`config.mk`:
```
export PLATFORM = sky130hd
export DESIGN_NAME = ps2_host_tx
export DESIGN_NICKNAME = d
export VERILOG_FILES = /design/src/rtl/ps2_host_tx_pkg.sv /design/src/rtl/ps2_host_tx_line_filter.sv /design/src/rtl/ps2_host_tx.sv
export SDC_FILE = /design/constraint.sdc
export NUM_CORES = 1
export LEC_CHECK = 0
export BUFFER_PORTS_ARGS = -buffer_cell sky130_fd_sc_hd__buf_4
export CAP_MARGIN = 20
export CORE_MARGIN = 4
export CORE_UTILIZATION = 40
export DETAILED_ROUTE_END_ITERATION = 16
export SLEW_MARGIN = 0
export SYNTH_ARGS = -nofsm -noshare
export SYNTH_HDL_FRONTEND = slang
export SYNTH_HIERARCHICAL = 1
export SYNTH_SLANG_ARGS = --single-unit
```
`constraint.sdc`:
```
create_clock -name clk -period 4.26 [get_ports clk]
set_clock_uncertainty 0.2 [all_clocks]
set_input_delay 0.639 -clock clk [delete_from_list [all_inputs] [get_ports clk]]
set_output_delay 0.639 -clock clk [all_outputs]
set_load 0.01 [all_outputs]
```
`src/rtl/ps2_host_tx_pkg.sv`:
```
// Shared PS/2 definitions: host transmitter state encoding, protocol constants, parity helper.
// The PS/2 receiver imports the same package.
package ps2_host_tx_pkg;

   typedef enum logic [2:0] {
      ST_IDLE,
      ST_INHIBIT,
      ST_RTS,
      ST_SHIFT,
      ST_ACK,
      ST_WAIT_IDLE
   } state_t;

   localparam logic [7:0] PS2_ACK    = 8'hFA;
   localparam logic [7:0] PS2_RESEND = 8'hFE;

   // Falls after the clock release: 8 data bits, parity, then stop-bit release.
   localparam logic [3:0] FRAME_FALLS = 4'd10;

   function automatic logic odd_parity(input logic [7:0] d);
      return ~^d;
   endfunction

endpackage

```
`src/rtl/ps2_host_tx_line_filter.sv`:
```
// Synchroniser and deglitcher for one raw PS/2 line, with a one-cycle strobe on an accepted fall.
// Idle level of an open-collector PS/2 line is high, so everything resets to 1.
module ps2_line_filter #(
   parameter int FILTER = 8
) (
   input  logic clk,
   input  logic rst,
   input  logic raw,
   output logic level,
   output logic fall
);

   localparam int CW = (FILTER > 1) ? $clog2(FILTER) : 1;

   logic [1:0]    sync;
   logic [CW-1:0] cnt;

   // A new level is accepted only after FILTER consecutive samples disagree with the current one.
   always_ff @(posedge clk or posedge rst) begin
      if (rst) begin
         sync  <= 2'b11;
         level <= 1'b1;
         cnt   <= '0;
         fall  <= 1'b0;
      end else begin
         sync <= {sync[0], raw};
         fall <= 1'b0;
         if (sync[1] == level) begin
            cnt <= '0;
         end else if (cnt == CW'(FILTER - 1)) begin
            level <= sync[1];
            cnt   <= '0;
            fall  <= level;
         end else begin
            cnt <= cnt + 1'b1;
         end
      end
   end

endmodule

```
`src/rtl/ps2_host_tx.sv`:
```
// PS/2 host-to-device transmitter: inhibit, request-to-send, shift one byte with odd parity,
// check the device ACK. Lines are only ever pulled low; the top level builds the open-collector pads.
module ps2_host_tx
   import ps2_host_tx_pkg::*;
#(
   parameter int CLKFREQ    = 28000,
   parameter int INHIBIT_US = 120,
   parameter int TIMEOUT_MS = 15,
   parameter int FILTER     = 8
) (
   input  logic       clk,
   input  logic       rst,
   input  logic [7:0] tx_data,
   input  logic       send,
   output logic       busy,
   output logic       done,
   output logic       error,
   input  logic       ps2clk_in,
   input  logic       ps2dat_in,
   output logic       clk_drive_low,
   output logic       dat_drive_low
);

   localparam int INHIBIT = CLKFREQ * INHIBIT_US / 1000;
   localparam int TOUT    = CLKFREQ * TIMEOUT_MS;
   localparam int IW      = (INHIBIT > 1) ? $clog2(INHIBIT) : 1;
   localparam int TW      = ($clog2(TOUT + 1) > 20) ? $clog2(TOUT + 1) : 20;

   state_t        state, state_nxt;
   logic [7:0]    byte_q, byte_nxt;
   logic [3:0]    n_q, n_nxt;
   logic [TW-1:0] timer_q, timer_nxt;
   logic [IW-1:0] inh_q, inh_nxt;
   logic          ok_q, ok_nxt;
   logic          busy_nxt, done_nxt, error_nxt, clk_low_nxt, dat_low_nxt;
   logic          timeout;

   logic clk_level, clk_fall, dat_level, dat_fall_unused;

   ps2_line_filter #(.FILTER(FILTER)) u_clk_filter (
      .clk   (clk),
      .rst   (rst),
      .raw   (ps2clk_in),
      .level (clk_level),
      .fall  (clk_fall)
   );

   ps2_line_filter #(.FILTER(FILTER)) u_dat_filter (
      .clk   (clk),
      .rst   (rst),
      .raw   (ps2dat_in),
      .level (dat_level),
      .fall  (dat_fall_unused)
   );

   always_comb begin
      state_nxt   = state;
      byte_nxt    = byte_q;
      n_nxt       = n_q;
      timer_nxt   = timer_q;
      inh_nxt     = inh_q;
      ok_nxt      = ok_q;
      busy_nxt    = busy;
      clk_low_nxt = clk_drive_low;
      dat_low_nxt = dat_drive_low;
      done_nxt    = 1'b0;
      error_nxt   = 1'b0;
      timeout     = 1'b0;

      if (state inside {ST_RTS, ST_SHIFT, ST_ACK, ST_WAIT_IDLE}) begin
         timer_nxt = timer_q + 1'b1;
         timeout   = (timer_q == TW'(TOUT - 1));
      end

      // Timeout takes priority over any clock fall seen in the same cycle.
      if (timeout) begin
         state_nxt   = ST_IDLE;
         busy_nxt    = 1'b0;
         clk_low_nxt = 1'b0;
         dat_low_nxt = 1'b0;
         error_nxt   = 1'b1;
      end else begin
         case (state)
            ST_IDLE: begin
               if (send) begin
                  byte_nxt    = tx_data;
                  busy_nxt    = 1'b1;
                  clk_low_nxt = 1'b1;
                  inh_nxt     = '0;
                  state_nxt   = ST_INHIBIT;
               end
            end
            ST_INHIBIT: begin
               if (inh_q == IW'(INHIBIT - 1)) begin
                  dat_low_nxt = 1'b1;
                  timer_nxt   = '0;
                  state_nxt   = ST_RTS;
               end else begin
                  inh_nxt = inh_q + 1'b1;
               end
            end
            ST_RTS: begin
               clk_low_nxt = 1'b0;
               n_nxt       = '0;
               state_nxt   = ST_SHIFT;
            end
            ST_SHIFT: begin
               // Data changes just after each device-generated fall; the device samples on the rise.
               if (clk_fall) begin
                  n_nxt = n_q + 1'b1;
                  if (n_q < 4'd8) begin
                     dat_low_nxt = ~byte_q[n_q[2:0]];
                  end else if (n_q == 4'd8) begin
                     dat_low_nxt = ~odd_parity(byte_q);
                  end else begin
                     dat_low_nxt = 1'b0;
                     state_nxt   = ST_ACK;
                  end
               end
            end
            ST_ACK: begin
               if (clk_fall) begin
                  ok_nxt    = ~dat_level;
                  state_nxt = ST_WAIT_IDLE;
               end
            end
            ST_WAIT_IDLE: begin
               if (clk_level && dat_level) begin
                  state_nxt = ST_IDLE;
                  busy_nxt  = 1'b0;
                  done_nxt  = ok_q;
                  error_nxt = ~ok_q;
               end
            end
            default: begin
               state_nxt = ST_IDLE;
            end
         endcase
      end
   end

   always_ff @(posedge clk or posedge rst) begin
      if (rst) begin
         state         <= ST_IDLE;
         n_q           <= '0;
         timer_q       <= '0;
         inh_q         <= '0;
         ok_q          <= 1'b0;
         busy          <= 1'b0;
         done          <= 1'b0;
         error         <= 1'b0;
         clk_drive_low <= 1'b0;
         dat_drive_low <= 1'b0;
      end else begin
         state         <= state_nxt;
         n_q           <= n_nxt;
         timer_q       <= timer_nxt;
         inh_q         <= inh_nxt;
         ok_q          <= ok_nxt;
         busy          <= busy_nxt;
         done          <= done_nxt;
         error         <= error_nxt;
         clk_drive_low <= clk_low_nxt;
         dat_drive_low <= dat_low_nxt;
      end
   end

   always_ff @(posedge clk) begin
      byte_q <= byte_nxt;
   end

endmodule

```
# Yosys cells after proc, flatten, opt, wreduce, memory -nomap -nowiden
# Index checks and enable logic that the tools add are counted.
op_classes:
  addsub: 5
  n_lt_le_gt_ge: 2
  n_eq_ne: 22
  mux: 45
  bitwise_logic: 7
  n_reduce_logical: 19
ops:
  columns: ["cell", "n"]
  rows:
  - ["$mux 20", 4]
  - ["$mux 3", 12]
  - ["$mux 12", 2]
  - ["$pmux 12 s2", 1]
  - ["$add 20x1->20 const B", 1]
  - ["$eq 20x19->1 const B", 1]
  - ["$mux 1", 19]
  - ["$pmux 3 s6", 1]
  - ["$reduce_and 3->1", 5]
  - ["$add 12x1->12 const B", 1]
  - ["$eq 12x12->1 const B", 1]
  - ["$eq 3x3->1 const B", 4]
  - ["$ne 3x3->1 const B", 4]
  - ["$ne 3x2->1 const B", 3]
  - ["$reduce_bool 3->1", 3]
  - ["$pmux 4 s2", 1]
  - ["$reduce_xnor 8->1", 1]
  - ["$not 1->1", 7]
  - ["$reduce_and 7->1", 1]
  - ["$add 3x1->3 const B", 2]
  - ["$eq 3x2->1 const B", 2]
  - ["$pmux 1 s2", 3]
  - ["$reduce_and 2->1", 3]
  - ["$add 4x1->4 const B", 1]
  - ["other kinds (14)", 17]
word_totals:
  regBits: 66
  output_inout_bits: 5

# Depth between registers and ports, before layout
logic_depth:
  depth_word: 7
  depth_mapped: 8

# By module
# Netlist, hierarchy kept.
by_module_without_submodules:
  columns: ["module", "instances", "cells_per_inst", "area_each_um2", "seq_area_each_um2"]
  rows:
  - ["ps2_host_tx", 1, 270, 2738.9, 1366.3]
  - ["ps2_line_filter", 2, 16, 262.8, 178.9]

# Worst setup path before layout
# OpenSTA, ideal clock, no wires.
synth_timing:
  kind: "input -> register"
  start: "input port send"
  end: "register byte_q[0] (enable)"
  setup_time_ns: 0.376
  t_arrival_ns: 1.537
  required_time_ns: 3.684
  slack_ns: 2.147
  stages: 3
  path_cell_list: "nor3b_1 > nor2b_1 > clkbuf_1"
synth_between:
  elab_chain_len: 1
synth_lines:
  columns: ["item", "line", "rtl"]
  rows:
  - ["start: declaration", "ps2_host_tx.sv:14", "input logic send,"]
  - ["$reduce_and 3->1 (no source line)", null, null]
  - ["end signal: assignment", "ps2_host_tx.sv:169", "byte_q <= byte_nxt;"]
  - ["end: declaration", "ps2_host_tx.sv:30", "logic [7:0] byte_q, byte_nxt;"]
# No other way between the ends.
# A chain may end at the register's enable or synchronous reset.

# Worst setup path in the final report
layout_timing:
  start: "register state[1]"
  end: "register dat_drive_low"
layout_between:
  elab_chain_len: 5
  word_cells_on_any_way: 13
layout_lines:
  columns: ["item", "line", "rtl"]
  rows:
  - ["start: declaration", "ps2_host_tx.sv:29", "state_t state, state_nxt;"]
  - ["start signal: assignment", "ps2_host_tx.sv:155", "state <= state_nxt;"]
  - ["$eq 3x2->1 (tied with other cells)", "ps2_host_tx.sv:70", "if (state inside {ST_RTS, ST_SHIFT, ST_ACK, ST_WAIT_IDLE}) begin"]
  - ["$reduce_bool 4->1", "ps2_host_tx.sv:70", null]
  - ["$mux 1", "ps2_host_tx.sv:70", null]
  - ["$ne 3x3->1 (no source line) (tied with other cells)", null, null]
  - ["$reduce_and 3->1 (no source line)", null, null]
  - ["end signal: assignment", "ps2_host_tx.sv:164", "dat_drive_low <= dat_low_nxt;"]
  - ["end: declaration", "ps2_host_tx.sv:21", "output logic dat_drive_low"]
# Parallel ways exist; a longest one is shown, timed or not.

==> results.md <==
Min path:
- The worst hold path belongs to the class in -> async.

Synth:
- The area of the mapped netlist is 3230 um2.
- Counting every instance in the synthesized netlist gives 300.
- The number of synthesis warnings is 6.
- The mean instance size in the synthesized netlist is 10.8 um2.
- Counting every net in the synthesized netlist gives 321.

Floorplan:
- The total I/O pin count is 18.
- The placeable core area is 7810 um2.
- The site row count is 32.
- The die outline width is 97.9 um.
- The starting density of the core is 41.4%.
- The overall die area is 9570 um2.
- The die is 97.9 um tall.

Run status:
- The flow ran to the end, and the final reports show no timing, DRC or antenna violations.

Worst setup path:
- The sort of element at the start of the critical path is a register.
- The kind of end point of the critical path is a register.
- The top fanout value on the critical path is 15.
- Data arrives at the worst endpoint at 2630 ps.
- The path type of the worst setup path is reg -> reg.
- The number of cell instances on the worst register-to-register path is 5.
- The data required time of the worst path is 4290 ps.

GRT:
- The via count of the first global-routing pass is 2224.
- The first-pass GRT wire length is 10.6 mm.
- For this run, the total global-route usage over all layers was measured as 13.7%.
- Entering global routing, the biggest net connects 46 pins.
- The remaining global-route overflow is 0.
- The initial antenna violation count is 0.

Cells and area:
- Relative to the synthesized area, the layout overhead comes to 14.1%.
- The number of antenna diodes is 0.
- The share of cells above drive strength 1 is 16.3%.
- The commonest non-fill, non-tap cell in the layout is dfrtp_1.
- The number of nets in the layout is 341.
- In the layout the commonest cells are 52 x dfrtp_1, 31 x nor2_1, 23 x xor2_1.

Drt:
- In this run the remaining antenna-violating nets after routing total 0.
- The number of DRC violations after detailed-routing iteration 0 is 100.
- Across all layers, the routed design uses 2213 vias.
- The total wirelength of the detailed-routed design is 6.03 mm.
- In the final routed layout, each cell accounts on average for 14.1 um.
- In the routed layout, each cell is associated on average with a via count of 5.18.
- The post-route DRC violation count is 0.
- The number of iterations in the first detailed-routing pass is 5.

Placement:
- The minimum setup slack after placement is 1690 ps.
- The count of input and output buffers is 17.
- After legalization and detailed placement, the total HPWL measured 4.26 mm.
- The congestion estimate from routability-driven global placement came to 0.769.

Clock tree:
- The H-tree generated during clock tree synthesis spans 3 levels.
- The post-cts sizing count is 0.
- The root buffer cell is clkbuf_8.
- Hold repair after CTS inserted 0 buffers.
- The clock reaches the later pin of the worst-skew pair after 340 ps.
- The buffers inserted during post-CTS setup optimization is 0.
- The clock transition at the register clock pins on the worst setup and hold paths after CTS is 70 ps.
- Counting along the longest clock path gives a buffer depth of 2.
- The number of buffers created by CTS is 9.
- The TritonCTS clock tree is built.
- The clock drives 66 sinks.

Timing:
- The count of endpoints failing hold in the final timing report is 0.
- For the pin with the worst max-slew slack, the measured transition is 800 ps.
- In the post-route analysis, the smallest setup slack over all paths is 1660 ps.
- In the final timing run, aggregate negative setup slack is 0 ps.
- For this run, the top clock speed supported by timing is 385 MHz.
- The setup-violating endpoint count in the final report is 0.
- The max-slew violation count is 0.
- In this run the tightest slew margin relative to its limit is 46.7%.
- The period utilization is 61.0%.
- Setup repair after global routing left no endpoint under its margin.
- The minimum clock period is 2600 ps.

Power:
- The cell leakage power is 0.00163 uW.
- The peak ir drop on the vdd network is 0.211 mV.
- Power spread over the standard cell area amounts to 474 nW/um2.

Run:
- The count of max-cap constraint violations is 0.
[path summary, 6_finish.rpt]
path | start | end | slack [ps]
min reg2reg | u_clk_filter/sync[0] | u_clk_filter/sync[1] | 160
max | state[1] | dat_drive_low | 1660
max in group asynchronous | rst | timer_q[10] | 3220
min | rst | u_dat_filter/cnt[1] | 10
max reg2reg | state[1] | dat_drive_low | 1660
min in group clk | u_clk_filter/sync[0] | u_clk_filter/sync[1] | 160
[per-stage QoR]
stage	cell area (um2)	hold slack, ps	power [uW]	instances	util (%)
2_1_floorplan	3230	145	1070	300	-
3_3_place_gp	3450	145	1160	411	44.2
3_5_place_dp	3450	149	1170	411	44.2
4_1_cts	3680	1.95	1770	427	47.2
5_1_grt	3680	7.06	1870	427	47.2
6_report	3680	14.2	1750	427	47.2
[state kept, by name, summed over array words and instances (netlist names)]
signal / flops
busy: 1
byte_q: 8
clk_drive_low: 1
dat_drive_low: 1
done: 1
error: 1
inh_q: 12
n_q: 4
ok_q: 1
state: 3
timer_q: 20
u_clk_filter/cnt: 3
u_clk_filter/fall: 1
u_clk_filter/level: 1
u_clk_filter/sync: 2
u_dat_filter/cnt: 3
u_dat_filter/level: 1
u_dat_filter/sync: 2
[final cells by class]
class / count / area [um2]
fill: 752 / 4120
sequential: 66 / 1700
multi-input combinational: 214 / 1440
clock buffer: 13 / 190
timing repair buffer: 20 / 150
tap: 102 / 128
clock inverter: 3 / 41.3
inverter: 9 / 33.8
[where the power goes]
group / internal (uW) / leakage [uW] / switching, uW
logic: 143 / 0.000686 / 148
registers: 759 / 0.000826 / 109
clock network: 353 / 0.000121 / 235
[layer usage]
layer,share of wire (%),vias to the layer above,global-route usage (%)
met5,0,-,0
met3,4.5,9,4.93
met2,45,43,20.0
met4,1.4,0,4.15
met1,49,1066,19.1
li1,-,1095,-
[worst max-delay path: stages, from the launching register on]
cell     delay (ps)
dfrtp_1         560
xor2_2          340
nor3b_4         440
and4_1          600
o21ai_1         140
a32o_1          220
Note: power is estimated with default switching activity, not from simulation.
